`src/rtl/uart_tx_dev.sv`:
```
// Memory-mapped UART transmitter: byte FIFO, programmable baud divisor, and a
// level interrupt raised when the transmitter has drained completely.
module uart_tx_dev #(
  parameter int DEPTH     = 4,
  parameter int DIV_RESET = 16
) (
  input  logic        clk,
  input  logic        reset,
  input  logic [31:0] Addr,
  input  logic        WE,
  input  logic [31:0] Din,
  output logic [31:0] Dout,
  output logic        IRQ,
  output logic        tx
);

  localparam int AW = (DEPTH > 1) ? $clog2(DEPTH) : 1;
  localparam int CW = AW + 1;

  typedef enum logic [1:0] {IDLE, START, DATA, STOP} state_t;
  typedef enum logic [1:0] {
    REG_DATA   = 2'd0,
    REG_CTRL   = 2'd1,
    REG_STATUS = 2'd2,
    REG_DIV    = 2'd3
  } reg_sel_t;

  reg_sel_t sel;
  logic     we_data;
  logic     we_ctrl;
  logic     we_status;
  logic     we_div;

  logic        en;
  logic        ie;
  logic [15:0] divisor;
  logic [15:0] div_eff;

  logic [7:0]    mem [DEPTH];
  logic [AW-1:0] wr_ptr;
  logic [AW-1:0] rd_ptr;
  logic [CW-1:0] count;
  logic          ovf;
  logic          empty;
  logic          full;
  logic          push;
  logic          pop;

  state_t      state;
  logic [7:0]  shift_reg;
  logic [15:0] div_lat;
  logic [15:0] baud_cnt;
  logic [2:0]  bit_cnt;
  logic        baud_done;
  logic        busy;

  logic unused_bits;
  assign unused_bits = ^{Addr[31:4], Addr[1:0], Din[31:16]};

  assign sel       = reg_sel_t'(Addr[3:2]);
  assign we_data   = WE && (sel == REG_DATA);
  assign we_ctrl   = WE && (sel == REG_CTRL);
  assign we_status = WE && (sel == REG_STATUS);
  assign we_div    = WE && (sel == REG_DIV);

  assign div_eff   = (divisor == 16'd0) ? 16'd1 : divisor;
  assign empty     = (count == '0);
  assign full      = (count == CW'(DEPTH));
  assign busy      = (state != IDLE);
  assign baud_done = (baud_cnt == div_lat - 16'd1);

  // A pop happens on the edge that starts a frame: from IDLE, or chained
  // directly off the last STOP cycle so back-to-back frames have no gap.
  assign pop  = en && !empty && ((state == IDLE) || ((state == STOP) && baud_done));
  assign push = we_data && (!full || pop);

  assign IRQ = ie & empty & ~busy;

  always_ff @(posedge clk) begin
    if (reset) begin
      en      <= 1'b0;
      ie      <= 1'b0;
      divisor <= 16'(DIV_RESET);
    end else begin
      if (we_ctrl) begin
        en <= Din[0];
        ie <= Din[1];
      end
      if (we_div) begin
        divisor <= Din[15:0];
      end
    end
  end

  // NOTE: the FIFO storage has no reset; only the pointers and count define
  // which entries are valid, so clearing the array would add logic for nothing.
  always_ff @(posedge clk) begin
    if (push) begin
      mem[wr_ptr] <= Din[7:0];
    end
  end

  always_ff @(posedge clk) begin
    if (reset) begin
      wr_ptr <= '0;
      rd_ptr <= '0;
      count  <= '0;
      ovf    <= 1'b0;
    end else begin
      if (push) begin
        wr_ptr <= wr_ptr + AW'(1);
      end
      if (pop) begin
        rd_ptr <= rd_ptr + AW'(1);
      end
      if (push && !pop) begin
        count <= count + CW'(1);
      end else if (pop && !push) begin
        count <= count - CW'(1);
      end
      if (we_status) begin
        ovf <= 1'b0;
      end else if (we_data && full && !pop) begin
        ovf <= 1'b1;
      end
    end
  end

  always_ff @(posedge clk) begin
    if (reset) begin
      state     <= IDLE;
      tx        <= 1'b1;
      shift_reg <= '0;
      div_lat   <= 16'(DIV_RESET);
      baud_cnt  <= '0;
      bit_cnt   <= '0;
    end else begin
      case (state)
        IDLE: begin
          if (pop) begin
            state     <= START;
            tx        <= 1'b0;
            shift_reg <= mem[rd_ptr];
            div_lat   <= div_eff;
            baud_cnt  <= '0;
          end
        end
        START: begin
          if (baud_done) begin
            state    <= DATA;
            tx       <= shift_reg[0];
            baud_cnt <= '0;
            bit_cnt  <= '0;
          end else begin
            baud_cnt <= baud_cnt + 16'd1;
          end
        end
        DATA: begin
          if (baud_done) begin
            baud_cnt <= '0;
            if (bit_cnt == 3'd7) begin
              state <= STOP;
              tx    <= 1'b1;
            end else begin
              bit_cnt   <= bit_cnt + 3'd1;
              shift_reg <= {1'b0, shift_reg[7:1]};
              tx        <= shift_reg[1];
            end
          end else begin
            baud_cnt <= baud_cnt + 16'd1;
          end
        end
        STOP: begin
          if (baud_done) begin
            baud_cnt <= '0;
            if (pop) begin
              state     <= START;
              tx        <= 1'b0;
              shift_reg <= mem[rd_ptr];
              div_lat   <= div_eff;
            end else begin
              state <= IDLE;
            end
          end else begin
            baud_cnt <= baud_cnt + 16'd1;
          end
        end
        default: state <= IDLE;
      endcase
    end
  end

  always_comb begin
    // NOTE: default first so every path assigns Dout and no latch is inferred.
    Dout = '0;
    case (sel)
      REG_DATA:   Dout = '0;
      REG_CTRL:   Dout = {30'd0, ie, en};
      REG_STATUS: Dout = {23'd0, 5'(count), ovf, busy, full, empty};
      REG_DIV:    Dout = {16'd0, divisor};
      default:    Dout = '0;
    endcase
  end

endmodule

```
`config.mk`:
```
export PLATFORM = sky130hd
export DESIGN_NAME = uart_tx_dev
export DESIGN_NICKNAME = d
export VERILOG_FILES = /design/src/rtl/uart_tx_dev.sv
export SDC_FILE = /design/constraint.sdc
export NUM_CORES = 1
export LEC_CHECK = 0
export CORE_MARGIN = 4
export CORE_UTILIZATION = 25
export CTS_BUF_LIST = sky130_fd_sc_hd__clkbuf_2 sky130_fd_sc_hd__clkbuf_4 sky130_fd_sc_hd__clkbuf_8
export DETAILED_ROUTE_END_ITERATION = 7
export DONT_BUFFER_PORTS = 1
export GPL_ROUTABILITY_DRIVEN = 0
export PLACE_DENSITY = 0.35
export SLEW_MARGIN = 25
export SYNTH_ARGS = -nofsm -noshare
export SYNTH_HDL_FRONTEND = slang
export SYNTH_SLANG_ARGS = --single-unit
```
`constraint.sdc`:
```
create_clock -name clk -period 9.6 [get_ports clk]
set_input_delay 1.92 -clock clk [delete_from_list [all_inputs] [get_ports clk]]
set_output_delay 1.92 -clock clk [all_outputs]
set_load 0.005 [all_outputs]
```
## Yosys cells after proc, flatten, opt, wreduce, memory -nomap -nowiden

Memories as Yosys holds them, arrays and structs flattened. A register that Yosys moved wholly into a read port is not among the register bits.
Index checks and enable logic that the tools add are counted.

| storage, ports and cells | value |
|---|---|
| register bits | 72 |
| latch bits | 0 |
| RAM bits | 32 |
| bits in read-only memories | 0 |
| output and inout bits | 34 |
| logic and storage cells | 109 |
| memories | 1 |

Memory list:

| name | depth | width | rd ports | clocked after Yosys merged registers in | write ports | RTL line | text |
|---|---|---|---|---|---|---|---|
| mem | 4 | 8 | 1 | 1 | 1 | 39 | `logic [7:0] mem [DEPTH];` |

| operators by class | value |
|---|---|
| add/subtract/negate cells | 7 |
| $mul | 0 |
| divide/modulo/power cells | 0 |
| $lt $le $gt $ge | 0 |
| equality and inequality tests | 15 |
| shift-type cells | 0 |
| multiplexer cells | 36 |
| bitwise gates (word level) | 3 |
| reductions and logical operators | 34 |

Operators by type and width:

| operator | number |
|---|---|
| 32-bit one-hot mux with 4 select lines | 1 |
| 16-bit 2-to-1 mux | 5 |
| 16-bit one-hot mux with 2 select lines | 2 |
| 8-bit 2-to-1 mux | 4 |
| 8-bit one-hot mux with 3 select lines | 1 |
| 16-bit by 1-bit adder with 16-bit output, second input constant | 1 |
| 16-bit equality test | 1 |
| 16-bit logical NOT | 1 |
| 16-bit by 1-bit subtractor with 16-bit output, second input constant | 1 |
| 3-bit 2-to-1 mux | 5 |
| 2-bit 2-to-1 mux | 7 |
| 1-bit logical AND | 12 |
| 2-bit != test, second input constant | 6 |
| 2-bit equality test, second input constant | 4 |
| 1-bit 2-to-1 mux | 8 |
| 2-bit one-hot mux with 4 select lines | 1 |
| 4-bit AND reduction | 2 |
| 2-bit nonzero test | 4 |
| 3-bit by 1-bit adder with 3-bit output, second input constant | 2 |
| 3-bit equality test, second input constant | 2 |
| 3-bit one-hot mux with 2 select lines | 1 |
| 5-bit AND reduction | 1 |
| 2-bit by 1-bit adder with 2-bit output, second input constant | 2 |
| 2-bit by 1-bit equality test with 1-bit output, second input constant | 2 |
| 13 further kinds | 19 |

## Logic depth before layout (Yosys ltp)

Gate-level depths: netlist of the first run.

| logic depth | value |
|---|---|
| word-level depth | 11 |
| depth in mapped cells | 15 |
| gate-level depth less buffers | 15 |

## Least setup slack after synthesis of the first run

Ideal clock, no wire load.

| timing path | value |
|---|---|
| path kind | input-to-output |
| start point | input port Addr[2] |
| end point | output port Dout[2] |
| arrival | 2675 ps |
| data required time | 7680 ps |
| path slack | 5005 ps |
| stages | 4 |
| buffers on the path | 2 |
| path through | buf_1 clkbuf_1 a21oi_1 nor2_1 |

| on the way | value |
|---|---|
| word-level cells in the longest chain between the ends | 2 |

RTL lines:

| what | RTL line | text |
|---|---|---|
| start, declared | 9 | `input logic [31:0] Addr,` |
| 2-bit equality test (tied with other cells) | 196 | `case (sel)` |
| 32-bit one-hot mux with 4 select lines (*) | 196 |  |
| end, declared | 12 | `output logic [31:0] Dout,` |

Mark *: on every way between the ends. The rest lies on a longest branch, timed or not. The select of a mux whose other input is x is not followed.

## Worst setup path after layout of the first run

| timing path | value |
|---|---|
| start point | register div_lat[8] |
| end point | register count[2] |

| on the way | value |
|---|---|
| word-level cells in the longest chain between the ends | 10 |

RTL lines:

| what | RTL line | text |
|---|---|---|
| start, declared | 51 | `logic [15:0] div_lat;` |
| start signal, assigned | 134 | `div_lat <= 16'(DIV_RESET);` |
| start signal, assigned | 144 | `div_lat <= div_eff;` |
| start signal, assigned | 180 | `div_lat <= div_eff;` |
| 16-bit by 1-bit subtractor with 16-bit output (*) | 70 | `assign baud_done = (baud_cnt == div_lat - 16'd1);` |
| 16-bit equality test (*) | 70 |  |
| 1-bit logical AND (*) | 74 | `assign pop = en && !empty && ((state == IDLE) \|\| ((state == STOP) && baud_done));` |
| 1-bit logical OR (*) | 74 |  |
| 1-bit logical AND (*) | 74 |  |
| 1-bit logical OR (*) | 75 | `assign push = we_data && (!full \|\| pop);` |
| 1-bit logical AND (*) | 75 |  |
| via push | 46 | `logic push;` |
| 1-bit logical NOT | 118 | `end else if (pop && !push) begin` |
| 1-bit logical AND | 118 |  |
| 2-bit nonzero test (no line) | -- |  |
| end signal, assigned | 117 | `count <= count + CW'(1);` |
| end signal, assigned | 119 | `count <= count - CW'(1);` |
| end, declared | 42 | `logic [CW-1:0] count;` |

Mark *: on every way through the listed nets, which the timed path passes. The rest lies on a longest branch.
A chain may end at the register's enable or synchronous reset.

==> results of run 1 <==
==> worst max path at each step <==
stage | endpoint | slack [ns]
final | count[2] | 5.07
after global routing | count[2] | 4.83
after CTS | count[2] | 5.06
after detailed placement | count[2] | 5.12
after global placement | count[2] | 5.14
after floorplan | Dout[2] | 5.00
==> cell type report <==
cell class / instances / share of cell area
Clock inverter: 7 / 0.0140
Inverter: 16 / 0.0100
Tap cell: 280 / 0.0586
Sequential cell: 106 / 0.408
Clock buffer: 9 / 0.0207
Timing Repair Buffer: 4 / 0.00502
Multi-Input combinational cell: 430 / 0.483
==> where the power goes <==
part / internal [mW] / total (mW) / switching, mW / leakage, nW
logic: 0.0266 / 0.0833 / 0.0567 / 1.28
registers: 0.469 / 0.478 / 0.00863 / 0.887
clock network: 0.107 / 0.296 / 0.189 / 0.105
==> synth_stat cells (7+ instances only) <==
library cell	n
o21ai_0	16
mux4_2	8
clkbuf_1	23
nor3_1	18
xnor2_1	11
nand2b_1	9
nand3_1	19
nand2_1	62
o311a_1	8
mux2i_1	29
edfxtp_1	32
nor2_1	38
o211ai_1	8
a21oi_1	47
ha_1	14
and2_1	9
or3_1	8
and3_1	18
inv_1	15
dfxtp_1	74
o211a_1	7
nor4_1	8
buf_1	7
buf_4	16
==> cells by family (layout without fill, tap and decap cells) <==
family,Yosys count,after routing,synth area share
buf+inv,67,36,0.0570
fa+ha+maj,15,15,0.0350
mux,39,39,0.0884
compound gates,128,128,0.158
simple gates,215,215,0.197
xor+xnor,17,17,0.0267
other cells,1,16,0.000672
flops,106,106,0.438
==> stage by stage <==
step | hold slack (ns) | area (µm²) | worst slack, ns | utilization | power, mW
after floorplan | 0.450 | 5630 | 5.00 | - | 0.556
after global placement | 0.459 | 5760 | 5.14 | 0.263 | 0.571
after detailed placement | 0.463 | 5770 | 5.12 | 0.264 | 0.572
after CTS | 0.480 | 5980 | 5.06 | 0.273 | 0.873
after global routing | 0.511 | 5980 | 4.83 | 0.273 | 0.900
final | 0.482 | 5980 | 5.07 | 0.273 | 0.857
==> routing by layer <==
metal  vias up  global-route usage  wire length [µm]
met5         -                   0                 0
met4         0              0.0385               221
met3        11              0.0203               450
met2        71               0.186              6550
met1      2106               0.181              7620
li1       2096                   -                 -
==> critical path, stage by stage, from the launching register on <==
cell and delay [ns]:
dfxtp_1 0.45, or4_1 0.63, or4_1 0.48, or3_1 0.38, a2111o_1 0.47, nor4_4 0.32, nand4_1 0.26, nand2_1 0.22
ha_1 0.22, inv_1 0.06, fa_1 0.38, xor2_1 0.17, or3_1 0.30, a21oi_1 0.13
==> impl_results.md, run 1 <==
- Rows: 54
- Synth top area share: 0.266
- First-pass GRT wire length: 24.1 mm
- WL/cell: 17.4 µm
- Die area: 24,800 µm²
- Minimum clock period: 4.53 ns
- Worst setup startpoint: div_lat[8]
- Worst Hold Path EP: ie
- CTS tree: done
- GR Util All Layers: 0.124
- Worst r2r dst: count[2]
- Syn Std Cell Area: about 5600 µm²
- PostCTS Resize Cnt: 0
- Status: finished clean
- CP startpoint kind: register
- Largest reg by FF count: mem
- Share of cells above drive strength 1: 0.0664
- Lkg Pwr: 2.27 nW
- Commonest non-fill, non-tap cells in the layout: 74 x dfxtp_1, 62 x nand2_1, 46 x a21oi_1
- RSZ-0062 raised after global routing: false
- Pre-Repair DR Iteration Count: 4
- Setup Skew: between 0.015 and 0.02 ns
- EDFF count, synth: 32
- Reg2reg start: div_lat[8]
- FMAX: 221 MHz
- Starting density of the core: 0.255
- Synth area leaders: dfxtp_1 27%, edfxtp_1 17%, mux2i_1 5.2%
- Synth Flop Type: dfxtp_1
- Post-Synthesis Cells: 588
- Crit Path Max Fanout: 10
- Largest net degree at the start of global routing: 65
- Post-CTS Setup Repair Bufs: 0
- TritonCTS Buffers: 9
- Multi-input gate area: 2890 µm²
- R2r setup slk: 5.07 ns
- Initial drt markers: 222
- Setup violations, final: 0
- Req. time, crit path: 9.94 ns
- Slew @ Worst Pin: 0.765 ns
- PwrDens: 143 nW/µm²
- Critical path capture point type: register
- Worst R2R Path Depth: 13
- Chip width: about 160 µm
- H-tree depth: 3
- Die height: around 160 µm
- Fin crit share: 0.471
- Max VDD drop: 0.0616 mV
- Largest area contributor in the netlist: dfxtp_1
- Area growth from synthesis to layout: 7.29%
- Post-synthesis register bit count: ~110
- Post-route insts no fill: 852
- Asr flop ratio synth: 0
- Initial antenna violation count: 0
- Setup Total Neg Slack: 0 ns
- # placed instances: 836
- GRT overflow: 0
- CP Class: register to register
- Vias in the first global route: around 4,200
- CTS root buffer: clkbuf_8
- Drt total wl: 14.8 mm
- Post-CTS Hold Buffers: 0
- Max Cap Viol: 0
- Max transition margin: 0.489
- Core box area: 21,900 µm²
- Final slew viol count: 0
- Maximum buffer depth of the clock tree: 2
- Hold Startpoint: ie
- Worst Hold Class: register to register
- Hold depth: 2
- Clock-pin slew on the worst setup and hold paths: 0.13 ns
- Most common cell after layout, fill and taps aside: dfxtp_1
- Sequential fraction of the synthesis area: 0.438
- DRT antenna net count: 0
- # IOs: 101
- YS warnings: 0
- Unique masters post-synth: 60
- Post-DP HPWL: 10.5 mm
- Post-Syn Area per Cell: 9.48 µm²
- Final Hold Vio Count: 0
- Via density: 5.03
- Number of diodes: 0
- Buffers on Ports: 0
- Vias: 4,284
- Max reg flops: 32
- Final nets: 649
- Remaining routing DRC violations: 0
- Num Clock Sinks: 106
- Fillers: 2,347
- CP arrival: 4.87 ns
- Seq. cell area: 2440 µm²
- Clk_lat worst skew: approximately 0.39 ns
Power figures use the tool's default switching activity.
==> run 2: changes to the inputs <==
--- a/config.mk
+++ b/config.mk
@@ -11,7 +11,7 @@
 export DETAILED_ROUTE_END_ITERATION = 7
 export DONT_BUFFER_PORTS = 1
 export GPL_ROUTABILITY_DRIVEN = 0
-export PLACE_DENSITY = 0.35
+export PLACE_DENSITY = 0.37
 export SLEW_MARGIN = 25
 export SYNTH_ARGS = -nofsm -noshare
 export SYNTH_HDL_FRONTEND = slang
==> constraint.sdc (replaced) <==
create_clock -name clk -period 3.7 [get_ports clk]
set_input_delay 0.74 -clock clk [delete_from_list [all_inputs] [get_ports clk]]
set_output_delay 0.74 -clock clk [all_outputs]
set_load 0.005 [all_outputs]
==> impl_results.md, run 2 (same netlist as run 1, synthesis figures left out) <==
- Status: finished, violations left
- Failing checks: negative setup slack
- Setup ws final: -0.214 ns (-5.29 ns)
- CP arrival: 4.26 ns (-0.61 ns)
- Pre-CTS setup slack: -0.373 ns (-5.49 ns)
- Post-CTS Hold Buffers: 0 (unchanged)
- Share of cells above drive strength 1: 0.160 (+0.0938)
- Remaining routing DRC violations: 0 (unchanged)
- Area growth from synthesis to layout: 15.7%
- Commonest non-fill, non-tap cells in the layout: 73 x dfxtp_1, 61 x nand2_1, 51 x buf_4
- CTS tree: done
- TritonCTS Buffers: 9 (unchanged)
- Switching Share: 0.283 (-0.0139)
- # IOs: 101 (unchanged)
- Buffers on Ports: 0 (unchanged)
- Die area: 24,800 µm² (unchanged)
- Rows: 54 (unchanged)
- Setup Total Neg Slack: -0.258 ns (-0.258 ns)
- H-tree depth: 3 (unchanged)
- CP max stage cell: or4_4
- Maximum buffer depth of the clock tree: 2 (unchanged)
- Switching pwr: 618 µW (+140%)
- P_int: 1.56 mW (+160%)
- FMAX: 256 MHz (+16%)
- Fin crit share: 1.06 (+0.586)
- Most common cell after layout, fill and taps aside: dfxtp_1
- Vias in the first global route: 4,227 (+0.79%)
- Initial antenna violation count: 0 (unchanged)
- Req. time, crit path: 4.04 ns (-5.90 ns)
- RSZ-0062 raised after global routing: true
- Max reg flops: 32 (unchanged)
- Initial drt markers: 187 (-16%)
- Final slew viol count: 0 (unchanged)
- Crit-path max cell delay: 0.54 ns (-0.09 ns)
- CP Class: register to register
- First-pass GRT wire length: 23.6 mm (-1.9%)
- Slew @ Worst Pin: 0.664 ns (-0.100 ns)
- Max transition margin: 0.556 (+0.0672)
- Drt total wl: 14.9 mm (+0.59%)
- CTS root buffer: clkbuf_8
- Num Clock Sinks: 106 (unchanged)
- Starting density of the core: 0.255 (unchanged)
- Clock Power Share: 0.321 (-0.024)
- Final Hold Vio Count: 0 (unchanged)
- Clock-pin slew on the worst setup and hold paths: 0.11 ns (-0.02 ns)
- Clk_lat worst skew: 0.40 ns (about the same)
- WL/cell: 16.5 µm (-5.2%)
- Chip width: 157 µm (unchanged)
- Setup violations, final: 2 (+2)
- Die height: 157 µm (unchanged)
- CP startpoint kind: register
- Post-DP HPWL: 11.0 mm (+4.4%)
- Critical path cell sequence: or4_4 > or4_4 > or3_4 > a2111o_1 > nor4_4 > nand4_1 > nand2_2 > ha_4 > inv_2 > fa_2 > xor2_1 > or3_1 > a21oi_2
- Worst Hold Class: input port to register
- Total Power: 2.18 mW (+150%)
- Core box area: 21,900 µm² (unchanged)
- Setup Skew: 0.0137 ns (-0.00515 ns)
- Post-route insts no fill: 904 (+6.1%)
- GRT overflow: 0 (unchanged)
- GR Util All Layers: 0.122 (-0.00202)
- Via density: 4.92 (-2.1%)
- Lkg Pwr: 2.54 nW (+12%)
- PwrDens: 338 nW/µm² (+140%)
- Critical Path Most Common Cell: or4_4
- Register share of total power: 0.568 (+0.010)
- Max Cap Viol: 0 (unchanged)
- Critical path capture point type: register
- Vias: 4,452 (+3.9%)
- # placed instances: 880 (+5.3%)
- Largest net degree at the start of global routing: 65 (unchanged)
- Pre-Repair DR Iteration Count: 4 (unchanged)
- Minimum clock period: 3.91 ns (-0.612 ns)
- Final nets: 701 (+8.0%)
- Crit Path Max Fanout: 2 (-8)
- Comb pwr share: 0.111 (+0.014)
- Number of diodes: 0 (unchanged)
- Largest reg by FF count: mem
- Max VDD drop: 0.143 mV (+130%)
- DRT antenna net count: 0 (unchanged)
[run 2: power groups by stage]
stage	Sequential [mW]	Clock [mW]	Combinational [mW]
3_5_place_dp	1.27	0	0.228
3_3_place_gp	1.27	0	0.224
5_1_grt	1.24	0.775	0.271
4_1_cts	1.24	0.731	0.233
2_1_floorplan	1.26	0	0.185
6_report	1.24	0.700	0.242
[run 2: worst max-delay path, delay by kind of cell, from the launching register on]
| kind | cells | cell delay (ns) |
|---|---|---|
| fa+ha+maj | 2 | 0.46 |
| simple gates | 7 | 2.31 |
| buf+inv | 1 | 0.03 |
| xor+xnor | 1 | 0.17 |
| compound gates | 2 | 0.54 |
| flops | 1 | 0.34 |
[run 2: timing repair]
action | CTS | global route
pin swaps | 3 | 1
resized for setup | 8 | 5
buffers inserted | 2 | 6
cloned | 0 | 1
setup endpoints to repair | 2 | 18
[run 2: worst paths after layout]
| path | startpoint | endpoint | slack, ns | cells after the start |
|---|---|---|---|---|
| worst min register to register | bit_cnt[1] | bit_cnt[1] | 0.48 | 2 |
| worst min-delay path | reset | bit_cnt[0] | 0.42 | 1 |
| worst max-delay path | div_lat[11] | count[2] | -0.21 | 13 |
| worst max register to register | div_lat[11] | count[2] | -0.21 | 13 |
[run 2: cell type report]
cell class	instances	area, µm²
sequential	106	2440
fill	2336	15400
clock buffer	10	131
timing repair buffer	55	463
tap	280	350
clock inverter	6	48.8
multi-input combinational	431	2950
inverter	16	60.1
[run 2: routing by layer]
layer,wire [µm],GRT usage
met4,231,0.0447
met1,7390,0.173
met5,0,0
met3,570,0.0217
met2,6740,0.184
[run 2: stage by stage]
step	area [µm²]	util	hold WS, ns
floorplan	5660	-	0.450
global placement	6150	0.281	0.457
finish	6450	0.295	0.421
CTS	6380	0.291	0.390
detailed placement	6150	0.281	0.468
global route	6450	0.295	0.405
